===== src/rtl/wb_trace_pkg.sv =====
// Shared definitions for the writeback/memory-write trace buffer.
// FSM encoding, entry kind codes and entry width arithmetic.
package wb_trace_pkg;

    typedef enum logic [1:0] {
        ST_IDLE    = 2'd0,
        ST_CAPTURE = 2'd1,
        ST_FROZEN  = 2'd2
    } state_t;

    localparam logic KIND_REG = 1'b0;
    localparam logic KIND_MEM = 1'b1;

    localparam int TS_W = 16;

    function automatic int max_w(input int a, input int b);
        return (a > b) ? a : b;
    endfunction

    // Packed entry layout is {kind, addr, data, pc[, ts]}.
    function automatic int entry_w(input int ra_w, input int ma_w, input int data_w,
                                   input int pc_w, input int ts_w);
        return 1 + max_w(ra_w, ma_w) + data_w + pc_w + ts_w;
    endfunction

endpackage


===== src/rtl/trace_fifo.sv =====
// Dual-push, single-pop first-word-fall-through FIFO.
// Latency: a word pushed at edge N is visible on head_dat after edge N.
// Backpressure: none internally; the caller must never push more than the free space.
module trace_fifo #(
    parameter int DEPTH = 16,
    parameter int WIDTH = 8
) (
    input  logic                     clock,
    input  logic                     reset,
    input  logic                     clear,
    input  logic [1:0]               push_n,
    input  logic [WIDTH-1:0]         push_dat0,
    input  logic [WIDTH-1:0]         push_dat1,
    input  logic                     pop,
    output logic [WIDTH-1:0]         head_dat,
    output logic [$clog2(DEPTH):0]   count,
    output logic                     full,
    output logic                     empty
);
    localparam int AW = $clog2(DEPTH);
    localparam int CW = AW + 1;

    logic [WIDTH-1:0] mem [DEPTH];
    logic [AW-1:0]    wr_ptr;
    logic [AW-1:0]    wr_ptr_nxt;
    logic [AW-1:0]    rd_ptr;
    logic             pop_ok;

    assign wr_ptr_nxt = wr_ptr + AW'(1);
    assign pop_ok     = pop & ~empty;
    assign empty      = (count == '0);
    assign full       = (count == CW'(DEPTH));
    assign head_dat   = mem[rd_ptr];

    // Storage carries no reset; the top masks head_dat while empty.
    always_ff @(posedge clock) begin
        if (!clear) begin
            if (push_n != 2'd0) mem[wr_ptr]     <= push_dat0;
            if (push_n == 2'd2) mem[wr_ptr_nxt] <= push_dat1;
        end
    end

    always_ff @(posedge clock or posedge reset) begin
        if (reset) begin
            wr_ptr <= '0;
            rd_ptr <= '0;
            count  <= '0;
        end else if (clear) begin
            wr_ptr <= '0;
            rd_ptr <= '0;
            count  <= '0;
        end else begin
            wr_ptr <= wr_ptr + AW'(push_n);
            if (pop_ok) rd_ptr <= rd_ptr + AW'(1);
            count  <= count + CW'(push_n) - CW'(pop_ok);
        end
    end

endmodule


===== src/rtl/wb_trace_buffer.sv =====
// Captures register-writeback and memory-write events into a trace FIFO (optional WB_TRACE_TIMESTAMP_EN).
// Latency: an event captured at edge N is presented on trace_* after edge N (FWFT).
// Backpressure: trace_valid/trace_ready; when the buffer is full new events are dropped and overflow sticks.
module wb_trace_buffer
    import wb_trace_pkg::*;
#(
    parameter int DATA_W = 16,
    parameter int RA_W   = 4,
    parameter int MA_W   = 8,
    parameter int PC_W   = 8,
    parameter int DEPTH  = 16
) (
    input  logic                         clock,
    input  logic                         reset,
    input  logic                         arm,
    input  logic                         reg_write,
    input  logic [RA_W-1:0]              reg_write_address,
    input  logic [DATA_W-1:0]            reg_write_data,
    input  logic                         mem_write,
    input  logic [MA_W-1:0]              mem_write_address,
    input  logic [DATA_W-1:0]            mem_write_data,
    input  logic [PC_W-1:0]              now_program_counter,
    input  logic                         instr_stop,
    input  logic                         trace_ready,
    output logic                         trace_valid,
    output logic                         trace_kind,
    output logic [max_w(RA_W,MA_W)-1:0]  trace_addr,
    output logic [DATA_W-1:0]            trace_data,
    output logic [PC_W-1:0]              trace_pc,
    output logic [$clog2(DEPTH):0]       count,
    output logic                         full,
    output logic                         empty,
    output logic                         overflow,
`ifdef WB_TRACE_TIMESTAMP_EN
    output logic [15:0]                  trace_ts,
`endif
    output logic [1:0]                   state
);
    localparam int AD_W = max_w(RA_W, MA_W);
    localparam int CW   = $clog2(DEPTH) + 1;
`ifdef WB_TRACE_TIMESTAMP_EN
    localparam int EW   = entry_w(RA_W, MA_W, DATA_W, PC_W, TS_W);
`else
    localparam int EW   = entry_w(RA_W, MA_W, DATA_W, PC_W, 0);
`endif

    typedef struct packed {
        logic              kind;
        logic [AD_W-1:0]   addr;
        logic [DATA_W-1:0] data;
        logic [PC_W-1:0]   pc;
`ifdef WB_TRACE_TIMESTAMP_EN
        logic [TS_W-1:0]   ts;
`endif
    } entry_t;

    state_t     state_q;
    logic       overflow_q;
    logic       capturing;
    logic       restart;
    logic       ev_reg;
    logic       ev_mem;
    logic [1:0] n_ev;
    logic [1:0] push_n;
    logic       drop;
    logic       pop;
    logic [CW:0] free;
    entry_t     reg_e;
    entry_t     mem_e;
    entry_t     first_e;
    entry_t     head_e;
    logic [EW-1:0] head_dat;

`ifdef WB_TRACE_TIMESTAMP_EN
    logic [TS_W-1:0] ts_q;

    // Loaded with 1 on the arm edge so the arm cycle itself counts as 0.
    always_ff @(posedge clock or posedge reset) begin
        if (reset) begin
            ts_q <= '0;
        end else if (arm && (state_q == ST_IDLE || state_q == ST_CAPTURE)) begin
            ts_q <= TS_W'(1);
        end else begin
            ts_q <= ts_q + TS_W'(1);
        end
    end

    assign trace_ts = head_e.ts;
`endif

    assign capturing = (state_q == ST_CAPTURE);
    // A restart discards everything, including events arriving in the arm cycle.
    assign restart   = arm && (state_q == ST_IDLE || state_q == ST_CAPTURE);
    assign ev_reg    = capturing & ~arm & reg_write;
    assign ev_mem    = capturing & ~arm & mem_write;
    assign pop       = trace_valid & trace_ready & ~restart;

    always_comb begin
        reg_e      = '0;
        reg_e.kind = KIND_REG;
        reg_e.addr = AD_W'(reg_write_address);
        reg_e.data = reg_write_data;
        reg_e.pc   = now_program_counter;
        mem_e      = '0;
        mem_e.kind = KIND_MEM;
        mem_e.addr = AD_W'(mem_write_address);
        mem_e.data = mem_write_data;
        mem_e.pc   = now_program_counter;
`ifdef WB_TRACE_TIMESTAMP_EN
        reg_e.ts   = ts_q;
        mem_e.ts   = ts_q;
`endif
        first_e    = ev_reg ? reg_e : mem_e;
    end

    // The register event sits first, so when only one slot is left the memory event is the one dropped.
    always_comb begin
        n_ev   = {1'b0, ev_reg} + {1'b0, ev_mem};
        free   = (CW+1)'(DEPTH) - (CW+1)'(count) + (CW+1)'(pop);
        push_n = n_ev;
        drop   = 1'b0;
        if ((CW+1)'(n_ev) > free) begin
            push_n = free[1:0];
            drop   = 1'b1;
        end
    end

    always_ff @(posedge clock or posedge reset) begin
        if (reset) begin
            state_q    <= ST_IDLE;
            overflow_q <= 1'b0;
        end else begin
            case (state_q)
                ST_IDLE: begin
                    if (arm) begin
                        state_q    <= ST_CAPTURE;
                        overflow_q <= 1'b0;
                    end
                end
                ST_CAPTURE: begin
                    if (arm) begin
                        overflow_q <= 1'b0;
                    end else begin
                        if (drop)       overflow_q <= 1'b1;
                        if (instr_stop) state_q    <= ST_FROZEN;
                    end
                end
                ST_FROZEN: begin
                    if (empty) state_q <= ST_IDLE;
                end
                default: state_q <= ST_IDLE;
            endcase
        end
    end

    trace_fifo #(
        .DEPTH (DEPTH),
        .WIDTH (EW)
    ) u_fifo (
        .clock     (clock),
        .reset     (reset),
        .clear     (restart),
        .push_n    (push_n),
        .push_dat0 (first_e),
        .push_dat1 (mem_e),
        .pop       (pop),
        .head_dat  (head_dat),
        .count     (count),
        .full      (full),
        .empty     (empty)
    );

    assign head_e      = empty ? '0 : entry_t'(head_dat);
    assign trace_valid = ~empty;
    assign trace_kind  = head_e.kind;
    assign trace_addr  = head_e.addr;
    assign trace_data  = head_e.data;
    assign trace_pc    = head_e.pc;
    assign overflow    = overflow_q;
    assign state       = state_q;

endmodule


===== config.mk =====
export PLATFORM = sky130hd
export DESIGN_NAME = wb_trace_buffer
export DESIGN_NICKNAME = d
export VERILOG_FILES = /design/src/rtl/wb_trace_pkg.sv /design/src/rtl/trace_fifo.sv /design/src/rtl/wb_trace_buffer.sv
export SDC_FILE = /design/constraint.sdc
export NUM_CORES = 1
export LEC_CHECK = 0
export ABC_AREA = 1
export CORE_UTILIZATION = 43
export DETAILED_ROUTE_END_ITERATION = 16
export SLEW_MARGIN = 10
export SYNTH_ARGS = -nofsm -noshare
export SYNTH_HDL_FRONTEND = slang
export SYNTH_SLANG_ARGS = --single-unit
export TNS_END_PERCENT = 10

===== constraint.sdc =====
create_clock -name clock -period 5.9 [get_ports clock]
set_input_delay 1.475 -clock clock [delete_from_list [all_inputs] [get_ports clock]]
set_output_delay 1.475 -clock clock [all_outputs]
set_load 0.01 [all_outputs]

==> qor.csv <==
metric,value,unit
synth_top_area_share,52.03,%
syn_avg_cell_area,9.045,um^2
cts_tree,built,
synthFlopType,edfxtp_1,
ant_nets,0,
power.density,405.7,mW/mm^2
wl_per_cell,25.27,um
syn_inst,3267,
viasPerCell,6.352,
ys_seq_area_share,54.47,%
clk_latency,640,ps
ys_top_cells_by_area,"edfxtp_1 52%, nand3_1 13%, nand2_1 6.3%",
grt_setup_unrepaired,no,
postCtsHoldBufs,0,
cp.required,4430,ps
finalCritPeriodShare,92.03,%
grt_remaining_overflow,0,
status,finished clean,
postCtsSetupRepairBufs,0,
r2r.worst_path.cells,25,
path_class,reg -> out,
clk_path_buf_depth,3,
setup_viol,0,
syn-num-nets,3342,
yosysTopAreaCell,edfxtp_1,
vias,25860,
dieArea,0.06977,mm^2
ys_async_sr_fraction,2.941,%
cts_htree_levels,2,
fin_tns_setup,0,ps
final_nets,3220,
antenna_found_initial,3,
die-height,264.1,um
first_global_vias,24620,
slew_violations,0,
fmax,184.2,MHz
worst_setup_path_start_kind,flip-flop,
ios,103,
ys_warn_count,0,
finalCriticalPeriod,5430,ps
core-area,0.06763,mm^2
synthTopCellsByCount,"777 x nand3_1, 512 x edfxtp_1, 497 x nand2_1",
fill_cells,6271,
dieWidth,264.1,um
finClkSkew,16.24,ps
cap_viol_max_count,0,
ir_drop,0.3038,mV
synthToLayoutAreaGrowth,11.33,%
dp.final_hpwl,57310,um
yosysMostFrequentCell,nand3_1,
crit_path_end_kind,output pin,
grt_max_degree,213,
grt_use_total,28.92,%
synth.distinct_cells,34,
holdPathStages,2,
grt_pass1_wl,154200,um
hp-class,reg -> reg,
worst_pin_slew,1255,ps
cts_made_buffers,60,
ys_ff_latch,544,
drt_wl_total,102900,um
slew_headroom,16.02,%
place.gp.congestion,0.8852,
holdWs,457.6,ps
cts_sinks,544,
drive_above_1_share,7.199,%
synth_area,0.02955,mm^2
synth_edf_count,512,
start_util,43.69,%
clkSlewWorstSetupHoldPaths,60,ps
first_pass_iters,8,
drc,0,
rows,95,
port_buffers,102,
hold_violations,0,
critPathMaxFanout,74,
cts_resized,0,
crit_arrival,3960,ps
dr.first_iter.drc_count,3396,
p_leak,12.47,nW
ctsRootBufferMaster,clkbuf_16,
## cell usage in the layout, fill, tap and decap left out, types with 35 or more instances in the layout
cell,instances
a21boi_0,124
a21oi_1,40
buf_4,57
clkbuf_16,60
clkdlybuf4s50_1,102
edfxtp_1,512
inv_1,45
nand2_1,480
nand3_1,777
nor2_1,322
o21ai_0,287
o21ai_1,64
o221ai_1,98
o22ai_1,35
## metal layers
| metal | vias to the layer above | global-route usage, % | part of all wire, % |
|---|---|---|---|
| met2 | 1590 | 46.26 | 46 |
| li1 | 11450 | - | - |
| met3 | 222 | 3.589 | 10 |
| met4 | 0 | 11.49 | 3.7 |
| met1 | 12590 | 39.94 | 40 |
| met5 | - | 0 | 0 |
## worst paths after layout
| path | start | endpoint | slack (ps) |
|---|---|---|---|
| worst max-delay path | u_fifo.rd_ptr[0]$_DFFE_PP0P_ | trace_addr[1] | 470 |
| worst min-delay path | u_fifo.mem[6][32]$_SDFFE_PP1N_ | u_fifo.mem[6][32]$_SDFFE_PP1N_ | 460 |
| worst max register to register | u_fifo.count[2]$_DFF_PP0_ | u_fifo.mem[8][15]$_DFFE_PP_ | 1110 |
| worst min register to register | u_fifo.mem[6][32]$_SDFFE_PP1N_ | u_fifo.mem[6][32]$_SDFFE_PP1N_ | 460 |
| max in group asynchronous | reset | u_fifo.rd_ptr[1]$_DFFE_PP0P_ | 4170 |
| min in group asynchronous | reset | state[1]$_DFFE_PP0P_ | 1240 |
## registers in the layout, summed over array words and instances (netlist names)
register / flops
u_fifo.mem: 528
u_fifo.count: 5
u_fifo.rd_ptr: 4
u_fifo.wr_ptr: 4
state: 2
overflow: 1
## logic make-up (layout without fill, tap and decap cells)
logic type	Yosys count	in the layout	share of synthesized area [%]
AOI/OAI and AO/OA	655	655	13.60
xor gates and xnor gates	1	1	0.02965
adders and majority gates	16	16	0.7029
buffers and inverters	420	348	6.927
DFF	544	544	54.47
other	0	3	0
and+or+nand+nor	1631	1631	24.27
## where the power goes
part	switching, mW	internal [mW]	total (mW)
Clock	1.60	2.23	3.83
Sequential	0.140	4.41	4.55
Combinational	3.51	1.45	4.96
Total	5.25	8.09	13.3
## worst max-delay path: stages, from the launching register on
cell             delay (ps)
dfrtp_4                 740
buf_4                   760
o21ai_0                 200
o22ai_1                 200
nor2_1                   60
nor2_1                  110
o21ai_0                 130
a21oi_1                 450
clkdlybuf4s50_1         640
## area by class of cell
type                    count  area (um^2)  share of cell area [%]
multi-input cells        2303        11580                   35.21
clock buffers              80         1627                   4.944
diodes                      3        7.507                 0.02282
flip-flops and latches    544        16100                   48.95
repair buffers            183         1929                   5.865
clock inverters            32        344.1                   1.046
well taps                 873         1092                   3.320
inverters                  53        209.0                  0.6351
## through the flow
step / cells / worst slack, ps / instance area (um^2) / util [%] / total power [mW]
2_1_floorplan: 3267 / 779.1 / 29550 / - / 7.521
3_3_place_gp: 3956 / 284.0 / 30920 / 45.71 / 9.428
3_5_place_dp: 3956 / 234.2 / 30920 / 45.71 / 9.480
4_1_cts: 4068 / 490.6 / 32890 / 48.63 / 13.28
5_1_grt: 4071 / 335.4 / 32900 / 48.64 / 13.84
6_report: 4071 / 469.9 / 32900 / 48.64 / 13.35
(Power assumes the default switching activity.)
